`src/rtl/regfile_pkg.sv`:
```
// Shared defaults and data-word type for the multi-port register file.
package regfile_pkg;

  localparam int unsigned DEF_DATA_W = 32;
  localparam int unsigned DEF_ADDR_W = 5;
  localparam int unsigned DEF_NUM_RD = 2;

  typedef logic [DEF_DATA_W-1:0] word_t;

endpackage

```
`src/rtl/regfile_read_mux.sv`:
```
// Combinational 2**ADDR_W-to-1 word selector; one instance per read port.
module regfile_read_mux
  import regfile_pkg::*;
#(
  parameter int unsigned DATA_W = DEF_DATA_W,
  parameter int unsigned ADDR_W = DEF_ADDR_W
) (
  input  logic [DATA_W-1:0] regs_i [1<<ADDR_W],
  input  logic [ADDR_W-1:0] addr_i,
  output logic [DATA_W-1:0] data_o
);

  assign data_o = regs_i[addr_i];

endmodule

```
`src/rtl/regfile_mp.sv`:
```
// Multi-read-port register file with registered read data and per-port valid.
// Define REGFILE_BYPASS_EN to forward same-cycle write data to matching reads.
module regfile_mp
  import regfile_pkg::*;
#(
  parameter int unsigned DATA_W   = DEF_DATA_W,
  parameter int unsigned ADDR_W   = DEF_ADDR_W,
  parameter int unsigned NUM_RD   = DEF_NUM_RD,
  parameter int unsigned ZERO_REG = 1
) (
  input  logic                     clk,
  input  logic                     reset,
  input  logic                     we,
  input  logic [ADDR_W-1:0]        waddr,
  input  logic [DATA_W-1:0]        wdata,
  input  logic [NUM_RD-1:0]        re,
  input  logic [NUM_RD*ADDR_W-1:0] raddr,
  output logic [NUM_RD*DATA_W-1:0] rdata,
  output logic [NUM_RD-1:0]        rvalid
);

  localparam int unsigned NREG = 1 << ADDR_W;

  logic [DATA_W-1:0]        regs_q  [NREG];
  logic [DATA_W-1:0]        mux_out [NUM_RD];
  logic [DATA_W-1:0]        rd_d    [NUM_RD];
  logic [NUM_RD*DATA_W-1:0] rdata_q;
  logic [NUM_RD-1:0]        rvalid_q;
  logic                     wr_en;

  for (genvar g = 0; g < NUM_RD; g++) begin : g_rd
    regfile_read_mux #(
      .DATA_W(DATA_W),
      .ADDR_W(ADDR_W)
    ) u_mux (
      .regs_i(regs_q),
      .addr_i(raddr[g*ADDR_W +: ADDR_W]),
      .data_o(mux_out[g])
    );
  end

  always_comb begin
    wr_en = we && !((ZERO_REG != 0) && (waddr == '0));
  end

  // Zero-register forcing is applied last so it overrides any forwarded value.
  always_comb begin
    for (int unsigned i = 0; i < NUM_RD; i++) begin
      rd_d[i] = mux_out[i];
`ifdef REGFILE_BYPASS_EN
      if (we && (raddr[i*ADDR_W +: ADDR_W] == waddr)) begin
        rd_d[i] = wdata;
      end
`endif
      if ((ZERO_REG != 0) && (raddr[i*ADDR_W +: ADDR_W] == '0)) begin
        rd_d[i] = '0;
      end
    end
  end

  always_ff @(posedge clk) begin
    if (reset) begin
      for (int unsigned r = 0; r < NREG; r++) begin
        regs_q[r] <= '0;
      end
      rdata_q  <= '0;
      rvalid_q <= '0;
    end else begin
      if (wr_en) begin
        regs_q[waddr] <= wdata;
      end
      rvalid_q <= re;
      for (int unsigned i = 0; i < NUM_RD; i++) begin
        if (re[i]) begin
          rdata_q[i*DATA_W +: DATA_W] <= rd_d[i];
        end
      end
    end
  end

  assign rdata  = rdata_q;
  assign rvalid = rvalid_q;

endmodule

```
`config.mk`:
```
export PLATFORM = sky130hd
export DESIGN_NAME = regfile_mp
export DESIGN_NICKNAME = d
export VERILOG_FILES = /design/src/rtl/regfile_pkg.sv /design/src/rtl/regfile_read_mux.sv /design/src/rtl/regfile_mp.sv
export SDC_FILE = /design/constraint.sdc
export NUM_CORES = 2
export LEC_CHECK = 0
export CORE_MARGIN = 2
export CORE_UTILIZATION = 60
export CTS_CLUSTER_DIAMETER = 60
export DETAILED_ROUTE_END_ITERATION = 10
export GPL_ROUTABILITY_DRIVEN = 0
export PLACE_DENSITY = 0.78
export SYNTH_ARGS = -nofsm -noshare
export SYNTH_HDL_FRONTEND = slang
export SYNTH_SLANG_ARGS = --single-unit
```
`constraint.sdc`:
```
create_clock -name clk -period 5.5 [get_ports clk]
set_input_delay 1.1 -clock clk [delete_from_list [all_inputs] [get_ports clk]]
set_output_delay 1.1 -clock clk [all_outputs]
set_load 0.05 [all_outputs]
```
==> metrics.yaml <==
global_routing:
  antenna_found_initial: 19
  grt_max_degree: 215
  grt_use_met3_pct: 17.3
  grt_first_pass_wirelength_mm: 294
  grt_use_met2_pct: 60.6
  use_met1_pct: 54.2
  track_usage_pct: 42.6
  grt_pass1_vias: 47200
  grt.busiest_layer: "met2"
  gr-total-overflow: 0
floorplan:
  row_count: 109
  dieArea_um2: 92100
  core_um2: 88600
  start_util_pct: 60.7
  boundaryPins: 118
  die_x_um: 303
  die_h_um: 303
synthesis:
  syn-num-nets: 6169
  yosysWarnings: 0
  syn-instance-count: 6117
  syn_avg_cell_area_um2: 8.80
  synth.largest_area_cell: "dfxtp_1"
  synthTopCellsByArea: "dfxtp_1, mux4_2, nand2_1"
  synth-seq-cells: 1090
  synth_top_area_share_pct: 40.5
  seq_area_frac_synth_pct: 40.5
  yosysUniqueCellTypes: 39
  synthesis.area_um2: 53800
timing:
  setup_viol: 0
  worst-slew-pin-transition_ns: 1.40
  min_period_ns: 3.50
  final_max_slew_viol_count: 0
  fmax_ghz: 0.286
  fin_crit_sh_pct: 63.7
  grt_setup_unrepaired: "false"
  setup-tns-final_ns: 0
  hold_viol_final: 0
  relSlewSlack_pct: 6.66
  fin_worst_skew_ns: 0.0156
finish:
  layout_commonest_cell: "nand2_1"
  final_util_pct: 66.4
  final_cell_mix: "nand2_1, dfxtp_1, a21oi_1"
  drive_above_1_share_pct: 13.4
  nets: 5917
  layoutNonFillerInstCount: 7129
  nFillCells: 6843
  syn_to_final_growth_pct: 9.43
setup_path:
  endpoint: "regs_q[957]$_SDFFE_PP0P_"
  crit_family: "simple AND/OR/NAND/NOR gates"
  cp-startpoint: "we"
  path_max_fanout: 17
  crit_path_end_kind: "register"
  critPathKind: "in -> reg"
  cp_cell_sequence: "clkdlybuf4s50_1 -> nor4b_2 -> and2_2 -> buf_4 -> nand2_1 -> a21oi_1"
  r2r_slack_ns: 3.41
  crit_cells: 6
  reg2regPathDepth: 4
  worst_setup_path_start_kind: "input pin"
  reg2reg_to: "rdata[52]$_SDFFE_PP0P_"
  crit_buf_inv: 2
  crit_path_max_incr_delay_ns: 0.81
  cp_data_arrival_time_ns: 4.10
  cp_slowest_cell: "and2_2"
  r2r_start: "regs_q[20]$_SDFFE_PP0P_"
  cp.required_ns: 6.10
placement:
  numPortBuffers: 117
  dp_hpwl_mm: 115
  dp.cells: 6920
clock_tree:
  clk_pin_slew_ns: 0.06
  cts-resized-gates: 0
  cts_tree: "yes"
  cts-root-buf: "clkbuf_16"
  insertion_delay_ns: 0.71
  htree_levels: 3
  hold_buffers: 0
  clock_sinks: 1090
  postCtsSetupRepairBufs: 0
  cts_buffer_depth: 3
  cts_made_buffers: 108
detailed_routing:
  drcViolationCount: 0
  dr.pass1.iters: 7
  ant_nets: 0
  wire_per_inst_um: 28.1
  drtIter0Drc: 8537
  drt_wl_total_mm: 201
  vias_per_cell: 6.97
  vias: 49700
min_path:
  min_path_type: "reg -> reg"
pwr:
  leakagePower_nw: 20.0
  peakVddDrop_mv: 0.252
  power.density_nw_per_um2: 291
flow_run:
  drv_cap: 0
outcome:
  run_status: "completed"
-- registers in the layout, summed over array words and instances (netlist names) --
register,count
rvalid,2
rdata,64
regs_q,1024
-- layer usage --
metal / wire (µm) / vias to the layer above / share of wire [%]
met2: 82600 / 4274 / 41
met4: 14100 / 22 / 7.0
met1: 68300 / 23500 / 34
li1: - / 20800 / -
met3: 35200 / 1066 / 18
met5: 253 / - / 0.13
-- power breakdown --
part           total [mW]  internal, mW  switching [mW]
Combinational        1.52         0.445            1.07
Sequential           8.03          7.96          0.0618
Clock                7.57          4.27            3.30
-- worst min-delay path: cells and delay by family (launching register included) --
family | cells | cell delay [ns]
flip-flops | 1 | 0.31
AO/OA/AOI/OAI | 1 | 0.05
AND/OR/NAND/NOR | 1 | 0.05
-- synth_stat cells, drive strengths merged --
cell / n
clkbuf: 412
a21oi: 1007
nor3: 6
and4bb: 5
nor4b: 1
a221o: 43
mux4: 384
buf: 222
nor2b: 63
nor2: 60
or2: 21
dfxtp: 1090
a32o: 15
and2: 20
or4b: 2
nand4: 1
and3: 49
and4: 1
a221oi: 6
and4b: 3
a21boi: 21
mux2i: 363
o311ai: 21
nand2: 2061
a211oi: 21
nand4b: 3
a311o: 43
a21o: 43
nand2b: 2
a22oi: 128
-- worst min-delay path by stage --
stage                     slack (ns)  cells past startpoint                  endpoint                     start
after floorplan                 0.44                      2  regs_q[160]$_SDFFE_PP0P_  regs_q[160]$_SDFFE_PP0P_
after global routing            0.48                      2  regs_q[788]$_SDFFE_PP0P_  regs_q[788]$_SDFFE_PP0P_
final                           0.46                      2   regs_q[43]$_SDFFE_PP0P_   regs_q[43]$_SDFFE_PP0P_
after global placement          0.45                      2  regs_q[281]$_SDFFE_PP0P_  regs_q[281]$_SDFFE_PP0P_
after detailed placement        0.46                      2  regs_q[800]$_SDFFE_PP0P_  regs_q[800]$_SDFFE_PP0P_
after CTS                       0.46                      2  regs_q[800]$_SDFFE_PP0P_  regs_q[800]$_SDFFE_PP0P_
-- final cells by class --
cell class	count	area, µm²	area share (%)
flip-flops and latches	1090	21800	37.1
repair buffers	272	2490	4.23
multi-input cells	4393	29500	50.1
clock inverters	51	473	0.803
well taps	1165	1460	2.48
diodes	7	17.5	0.0297
clock buffers	151	3110	5.27
-- kinds of logic (layout without fill, tap and decap cells) --
kind of cell | Yosys count | count (layout) | share of synthesized area [%]
simple gates | 2298 | 2298 | 17.0
compound gates | 1348 | 1348 | 14.7
flops | 1090 | 1090 | 40.5
mux | 747 | 747 | 22.8
buf+inv | 634 | 474 | 5.01
other cells | 0 | 7 | 0
-- stage by stage --
step	power [mW]	hold WS [ns]	instance area (µm²)	setup slack [ns]
final	17.1	0.464	58900	2.00
after global routing	17.4	0.481	58900	2.01
after CTS	17.0	0.464	58900	2.20
after detailed placement	9.62	0.456	55300	1.50
after global placement	9.61	0.448	55300	1.62
after floorplan	9.10	0.443	53800	2.68
No activity file was read; power rests on OpenSTA's default activity.
